$ cat src/rtl/pc_sequencer.sv
// Program-counter sequencer: computes the next fetch address from a 3-bit mode,
// keeps a small circular return-address stack for JAL/RET and flags rejected
// targets (misaligned) and reserved modes (illegal) as one-cycle pulses.
module pc_sequencer #(
   parameter int unsigned     XLEN      = 32,
   parameter int unsigned     IMM_W     = 22,
   parameter logic [XLEN-1:0] RESET_VEC = '0,
   parameter int unsigned     RAS_DEPTH = 4
) (
   input  logic             clock,
   input  logic             reset,
   input  logic             stall,
   input  logic [2:0]       func,
   input  logic [IMM_W-1:0] imm,
   input  logic [XLEN-1:0]  rs1,
   input  logic             branch_taken,
   output logic [XLEN-1:0]  pcout,
   output logic [XLEN-1:0]  pc_next,
   output logic             ras_empty,
   output logic             ras_full,
   output logic             misaligned,
   output logic             illegal
);

   localparam int unsigned PTR_W = (RAS_DEPTH > 1) ? $clog2(RAS_DEPTH) : 1;
   localparam int unsigned CNT_W = $clog2(RAS_DEPTH + 1);

   localparam logic [2:0] F_SEQ    = 3'b000;
   localparam logic [2:0] F_BRANCH = 3'b001;
   localparam logic [2:0] F_JAL    = 3'b010;
   localparam logic [2:0] F_JALR   = 3'b011;
   localparam logic [2:0] F_RET    = 3'b100;
   localparam logic [2:0] F_AUIPC  = 3'b101;

   logic [XLEN-1:0]  ras [RAS_DEPTH];
   logic [PTR_W-1:0] top;
   logic [CNT_W-1:0] count;

   logic [XLEN-1:0]  simm;
   logic [XLEN-1:0]  pc_plus4;
   logic [XLEN-1:0]  target;
   logic             do_push;
   logic             do_pop;
   logic             bad_func;
   logic             bad_target;
   logic             accept;

   assign ras_empty = (count == '0);
   assign ras_full  = (count == CNT_W'(RAS_DEPTH));

   // Decode the mode into a target address and the RAS action it requests.
   always_comb begin
      simm     = XLEN'($signed(imm));
      pc_plus4 = pcout + XLEN'(4);
      target   = pc_plus4;
      do_push  = 1'b0;
      do_pop   = 1'b0;
      bad_func = 1'b0;
      case (func)
         F_SEQ:    target = pc_plus4;
         F_BRANCH: target = branch_taken ? (pcout + simm) : pc_plus4;
         F_JAL: begin
            target  = pcout + simm;
            do_push = 1'b1;
         end
         F_JALR:   target = (rs1 + simm) & ~XLEN'(1);
         F_RET: begin
            if (!ras_empty) begin
               target = ras[top];
               do_pop = 1'b1;
            end else begin
               target = rs1 & ~XLEN'(1);
            end
         end
         F_AUIPC:  target = pcout + (simm << 12);
         default:  bad_func = 1'b1;
      endcase
      bad_target = (target[1:0] != 2'b00);
      accept     = !stall && !bad_target;
      if (!reset)
         pc_next = RESET_VEC;
      else if (accept)
         pc_next = target;
      else
         pc_next = pcout;
   end

   // PC, stack pointer/count and fault pulses; a rejected target leaves the RAS alone.
   always_ff @(posedge clock) begin
      if (!reset) begin
         pcout      <= RESET_VEC;
         top        <= '0;
         count      <= '0;
         misaligned <= 1'b0;
         illegal    <= 1'b0;
      end else begin
         pcout      <= pc_next;
         misaligned <= !stall && bad_target;
         illegal    <= !stall && bad_func;
         if (accept && do_push) begin
            // When full, top+1 is the oldest slot, so the push overwrites it.
            top <= top + PTR_W'(1);
            if (!ras_full)
               count <= count + CNT_W'(1);
         end else if (accept && do_pop) begin
            top   <= top - PTR_W'(1);
            count <= count - CNT_W'(1);
         end
      end
   end

   // Stack storage; contents need no reset since the count gates every read.
   always_ff @(posedge clock) begin
      if (reset && accept && do_push)
         ras[top + PTR_W'(1)] <= pc_plus4;
   end

endmodule

$ cat config.mk
export PLATFORM = sky130hd
export DESIGN_NAME = pc_sequencer
export DESIGN_NICKNAME = d
export VERILOG_FILES = /design/src/rtl/pc_sequencer.sv
export SDC_FILE = /design/constraint.sdc
export NUM_CORES = 1
export LEC_CHECK = 0
export CORE_MARGIN = 10
export CORE_UTILIZATION = 40
export CTS_BUF_LIST = sky130_fd_sc_hd__clkbuf_4 sky130_fd_sc_hd__clkbuf_8
export DETAILED_ROUTE_END_ITERATION = 10
export DONT_BUFFER_PORTS = 1
export HOLD_SLACK_MARGIN = 0.1
export PLACE_DENSITY_LB_ADDON = 0.2
export SETUP_SLACK_MARGIN = 0.4
export SLEW_MARGIN = 5
export SYNTH_ARGS = -nofsm -noshare
export SYNTH_HDL_FRONTEND = slang
export SYNTH_SLANG_ARGS = --single-unit
$ cat constraint.sdc
create_clock -name clock -period 11.7 [get_ports clock]
set_input_delay 2.925 -clock clock [delete_from_list [all_inputs] [get_ports clock]]
set_output_delay 2.925 -clock clock [all_outputs]
set_load 0.1 [all_outputs]
==> After elaboration in Yosys (flattened, before gate mapping) <==
Memory sizes are Yosys's and may differ from the RTL's. A register that Yosys moved wholly into a read port is not among the register bits.
Index checks and enable logic that the tools add are counted.
{ "word_totals": {"ff_bits": 39, "mem_bits_rw": 128, "in_bits": 61, "output_inout_bits": 68, "n_memories": 1} }
{ "op_classes": {"n_addsub": 8, "eq_ne": 7, "muxes": 18, "n_reduce_logical": 15} }
{ "mem_list": {"columns": ["name", "words", "word_bits", "rd", "rd_ports_with_merged_regs", "wr", "line_no", "rtl"], "rows": [
  ["ras", 4, 32, 1, 1, 1, "35", "logic [XLEN-1:0] ras [RAS_DEPTH];"]
]} }
{ "ops": {"columns": ["op", "n"], "rows": [
  ["case mux 32 bit (5 select lines)", 1],
  ["two-way mux 32 bit", 4],
  ["adder 32 bit", 3],
  ["adder 32 x 3 -> 32 bit (second input constant)", 1],
  ["== test 3 bit (second input constant)", 3],
  ["two-way mux 3 bit", 3],
  ["two-way mux 2 bit", 4],
  ["logical AND 1 bit", 7],
  ["== test 3 x 2 -> 1 bit (second input constant)", 2],
  ["zero test 3 bit", 2],
  ["two-way mux 1 bit", 6],
  ["OR reduction 6 bit", 1],
  ["nonzero test 2 bit", 2],
  ["adder 3 x 1 -> 3 bit (second input constant)", 1],
  ["== test 3 x 1 -> 1 bit (second input constant)", 1],
  ["subtractor 3 x 1 -> 3 bit (second input constant)", 1],
  ["adder 2 x 1 -> 2 bit (second input constant)", 1],
  ["zero test 1 bit", 2],
  ["inequality test 2 bit (second input constant)", 1],
  ["AND reduction 2 bit", 1],
  ["subtractor 2 x 1 -> 2 bit (second input constant)", 1]
]} }

==> Logic depth before layout (Yosys ltp) <==
{ "depth": {"ltp_word": 11, "ltp_mapped": 14, "depth_no_buf": 14} }

==> Worst setup path after synthesis <==
OpenSTA, ideal clock, no wires.
{ "synth_timing": {"path_type": "in2out", "startpoint": "input port imm[0]", "endpoint": "output port pc_next[30]", "arrival_ns": 7.322, "required_time_ns": 8.775, "path_slack_ns": 1.453, "cell_stages": 12, "n_path_buf": 0, "cell_sequence": "ha_1 > inv_1 > fa_1 > nor2b_4 > o31a_1 > o31a_4 > a2111oi_4 > a21oi_2 > o41ai_2 > xnor2_1 > nand2_1 > a211oi_1"} }
{ "synth_between": {"elab_chain_len": 8} }
{ "synth_rtl": {"columns": ["element", "line_no", "rtl"], "rows": [
  ["start: declaration", "14", "input logic [IMM_W-1:0] imm,"],
  ["adder 32 bit", "61, 63", null],
  ["two-way mux 32 bit", "61", "F_BRANCH: target = branch_taken ? (pcout + simm) : pc_plus4;"],
  ["case mux 32 bit (5 select lines) *", "59", "case (func)"],
  ["nonzero test 2 bit", "78", "bad_target = (target[1:0] != 2'b00);"],
  ["zero test 1 bit", "79", "accept = !stall && !bad_target;"],
  ["logical AND 1 bit", "79", null],
  ["two-way mux 32 bit *", "82", "else if (accept)"],
  ["two-way mux 32 bit *", "80", "if (!reset)"],
  ["end: declaration", "18", "output logic [XLEN-1:0] pc_next,"]
]} }
Mark *: on every way between the ends. The rest lies on a longest branch, timed or not.

==> Worst setup path after layout <==
{ "layout_timing": {"startpoint": "input port imm[0]", "endpoint": "output port pc_next[8]"} }
Same word-level chain as after synthesis.

==> flow_summary.toml <==
[pwr]
leakage_nw = 5.048
p_per_area_nw_per_um2 = 125.2
vdd_ir_drop_max_v = 0.00009219

[clock_network]
cts_setup_buffers = 0
clock_latency_ps = 490
cts.sink_count = 169
cts_root_buf = "clkbuf_8"
cts_buffer_depth = 2
h-tree-depth = 4
cts_resized = 0
cts_buffers = 17
clkTransAtPathRegs_ps = 110
cts_hold_buf = 0
cts_tree = "built"

[sta]
tns_ps = 0
setup_violations = 0
drv_slew = 0
timing.fmax_mhz = 106.4
skew_ps = 18.27
tightest_slew_ps = 1201
timing.final.crit_share = 0.8033
rsz0062_at_grt = "no"
finalWorstPathRequiredPeriod_ps = 9399
hold_viol_final = 0
slew_headroom = 0.2000

[hold_path]
hold_class = "flop to flop"

[cells_and_area]
fill_cells = 2985
drive_above_1_share = 0.1499
final_cells = 1690
final-seq-area_um2 = 4666
nNetsFinal = 1431
final_common_cell = "edfxtp_1"
multiInputGateArea_um2 = 7584
layout_common_cells = "128 x edfxtp_1, 123 x nand2_1, 122 x a21oi_1"
syn2layout_area_growth_pct = 9.386
diodes = 0

[synthesis]
ys.flop_type = "edfxtp_1"
ys_warn_count = 0
synth_area_um2 = 12540
synth_top_cell_area_share = 0.3064
async_flop_share = 0
synth_edf_count = 128
synth-seq-cells = 169
yosys-top-cells-area = "edfxtp_1 31%, ha_1 8.5%, dfxtp_1 6.5%"
synth_nets = 1420
syn_area_per_cell_um2 = 9.878
syn_inst = 1270
yosys.area.top_type = "edfxtp_1"
yosysUniqueCellTypes = 92
ys_seq_area_frac = 0.3718

[global_routing]
gr-total-overflow = 0
antenna_found_initial = 2
grt_max_degree = 53
grt_pass1_vias = 10200
grt_pass1_wl_um = 65620
globalRouteTotalUtil = 0.2245

[job]
cap_violations = 0

[floorplanning]
die_w_um = 197.1
dieArea_um2 = 38840
core_area_um2 = 30750
ios = 129
die_h_um = 197.1
num_rows = 64
start_util = 0.4080

[place]
routabilityCongestion = 0.9590
portBuffers = 0
placedCellCount = 1658
hpwlAfterDp_um = 32980

[detailed_routing]
wirelength_um = 44520
vias = 10650
drc_errors = 0
wl_per_cell_um = 26.34
ant_nets = 0
vias_per_cell = 6.299
drt_iter0_markers = 1096
dr.pass1.iters = 5

[setup_path]
path_cells = "ha_1, inv_1, fa_1, nand2_1, a21o_1, a211oi_1, o32a_1, and2_2, buf_4, o21ai_0, a21oi_2"
cp-start-kind = "primary input"
crit_path_max_fanout = 33
critPathKind = "primary input to primary output"
critPathRequiredTime_ps = 8780
worstPathArrival_ps = 6470
endpoint_kind = "primary output"
slowest_stage = "a21oi_2"
slowest_delay_ps = 900

[outcome]
status = "complete, no violations"
-- power by group --
part | internal (mW) | switching (mW) | leakage [nW]
sequential | 0.660 | 0.0125 | 1.47
combinational | 0.177 | 0.431 | 3.37
clock | 0.164 | 0.275 | 0.203
-- synth_stat cells (6+ instances only) --
cell type and count:
o211ai_1 12, xor2_1 33, or3_1 7, a211oi_1 16, a21o_1 39, and3_1 19, ha_1 85, nor2_1 63
buf_2 17, a21oi_1 128, nand2b_1 8, dfxtp_1 41, xnor2_1 62, mux4_2 30, nor2b_1 14, o21ai_1 7
clkbuf_1 32, nand4_1 17, o21ai_0 68, o21bai_1 14, inv_1 22, a31oi_1 18, nor4_1 10, o221ai_1 9
nand2_1 123, and2_1 7, nor3_1 23, edfxtp_1 128, a221oi_1 20, buf_4 8, mux2i_1 18, a21boi_0 6
o21a_1 11, nand3_1 38
-- cells by family (layout without fill, tap and decap cells) --
family	after synthesis	after routing	share of synthesized area
DFF	169	169	0.3718
xor gates and xnor gates	95	95	0.06633
adders and majority gates	89	89	0.09116
buffers and inverters	93	117	0.03511
muxes	48	48	0.06822
and+or+nand+nor	351	351	0.1365
AOI/OAI and AO/OA	425	425	0.2308
-- area by class of cell --
cell class	instances	area share
multi-input cells	1008	0.5527
flip-flops and latches	169	0.3400
well taps	396	0.03611
repair buffers	61	0.03483
clock buffers	17	0.01705
clock inverters	15	0.01277
inverters	24	0.006565
-- metrics by stage --
step / instance area, µm² / hold WS, ps / setup WS [ps] / util / power, mW
6_report: 13720 / 507.8 / 2301 / 0.4462 / 1.719
5_1_grt: 13720 / 573.0 / 2112 / 0.4462 / 1.793
4_1_cts: 13720 / 513.9 / 2313 / 0.4462 / 1.723
3_5_place_dp: 13310 / 494.8 / 2317 / 0.4329 / 1.284
3_3_place_gp: 13310 / 478.3 / 2382 / 0.4329 / 1.282
2_1_floorplan: 12540 / 460.7 / 1453 / - / 1.146
-- state kept, by name, indices dropped and copies added (netlist names), named ones only --
name	flops
ras	128
pcout	32
count	3
top	2
illegal	1
misaligned	1
-- routing by layer --
layer	vias up	part of all wire	GRT usage
met5	-	0.00047	0
met2	430	0.46	0.3545
li1	4918	-	-
met1	5219	0.43	0.2948
met3	75	0.084	0.05605
met4	4	0.030	0.07462
-- worst max-delay path, delay by kind of cell --
family	cells	cell delay, ps
and+or+nand+nor	2	690
adders and majority gates	2	640
AOI/OAI and AO/OA	5	1650
buffers and inverters	2	520
-- worst paths after layout --
kind	from	endpoint	slack, ps	cells after the start
min reg2reg	count[2]	count[2]	510	2
max	imm[0]	pc_next[8]	2300	11
min	count[2]	count[2]	510	2
max reg2reg	pcout[0]	ras[2][31]	7080	11
Note: power is estimated with default switching activity, not from simulation.
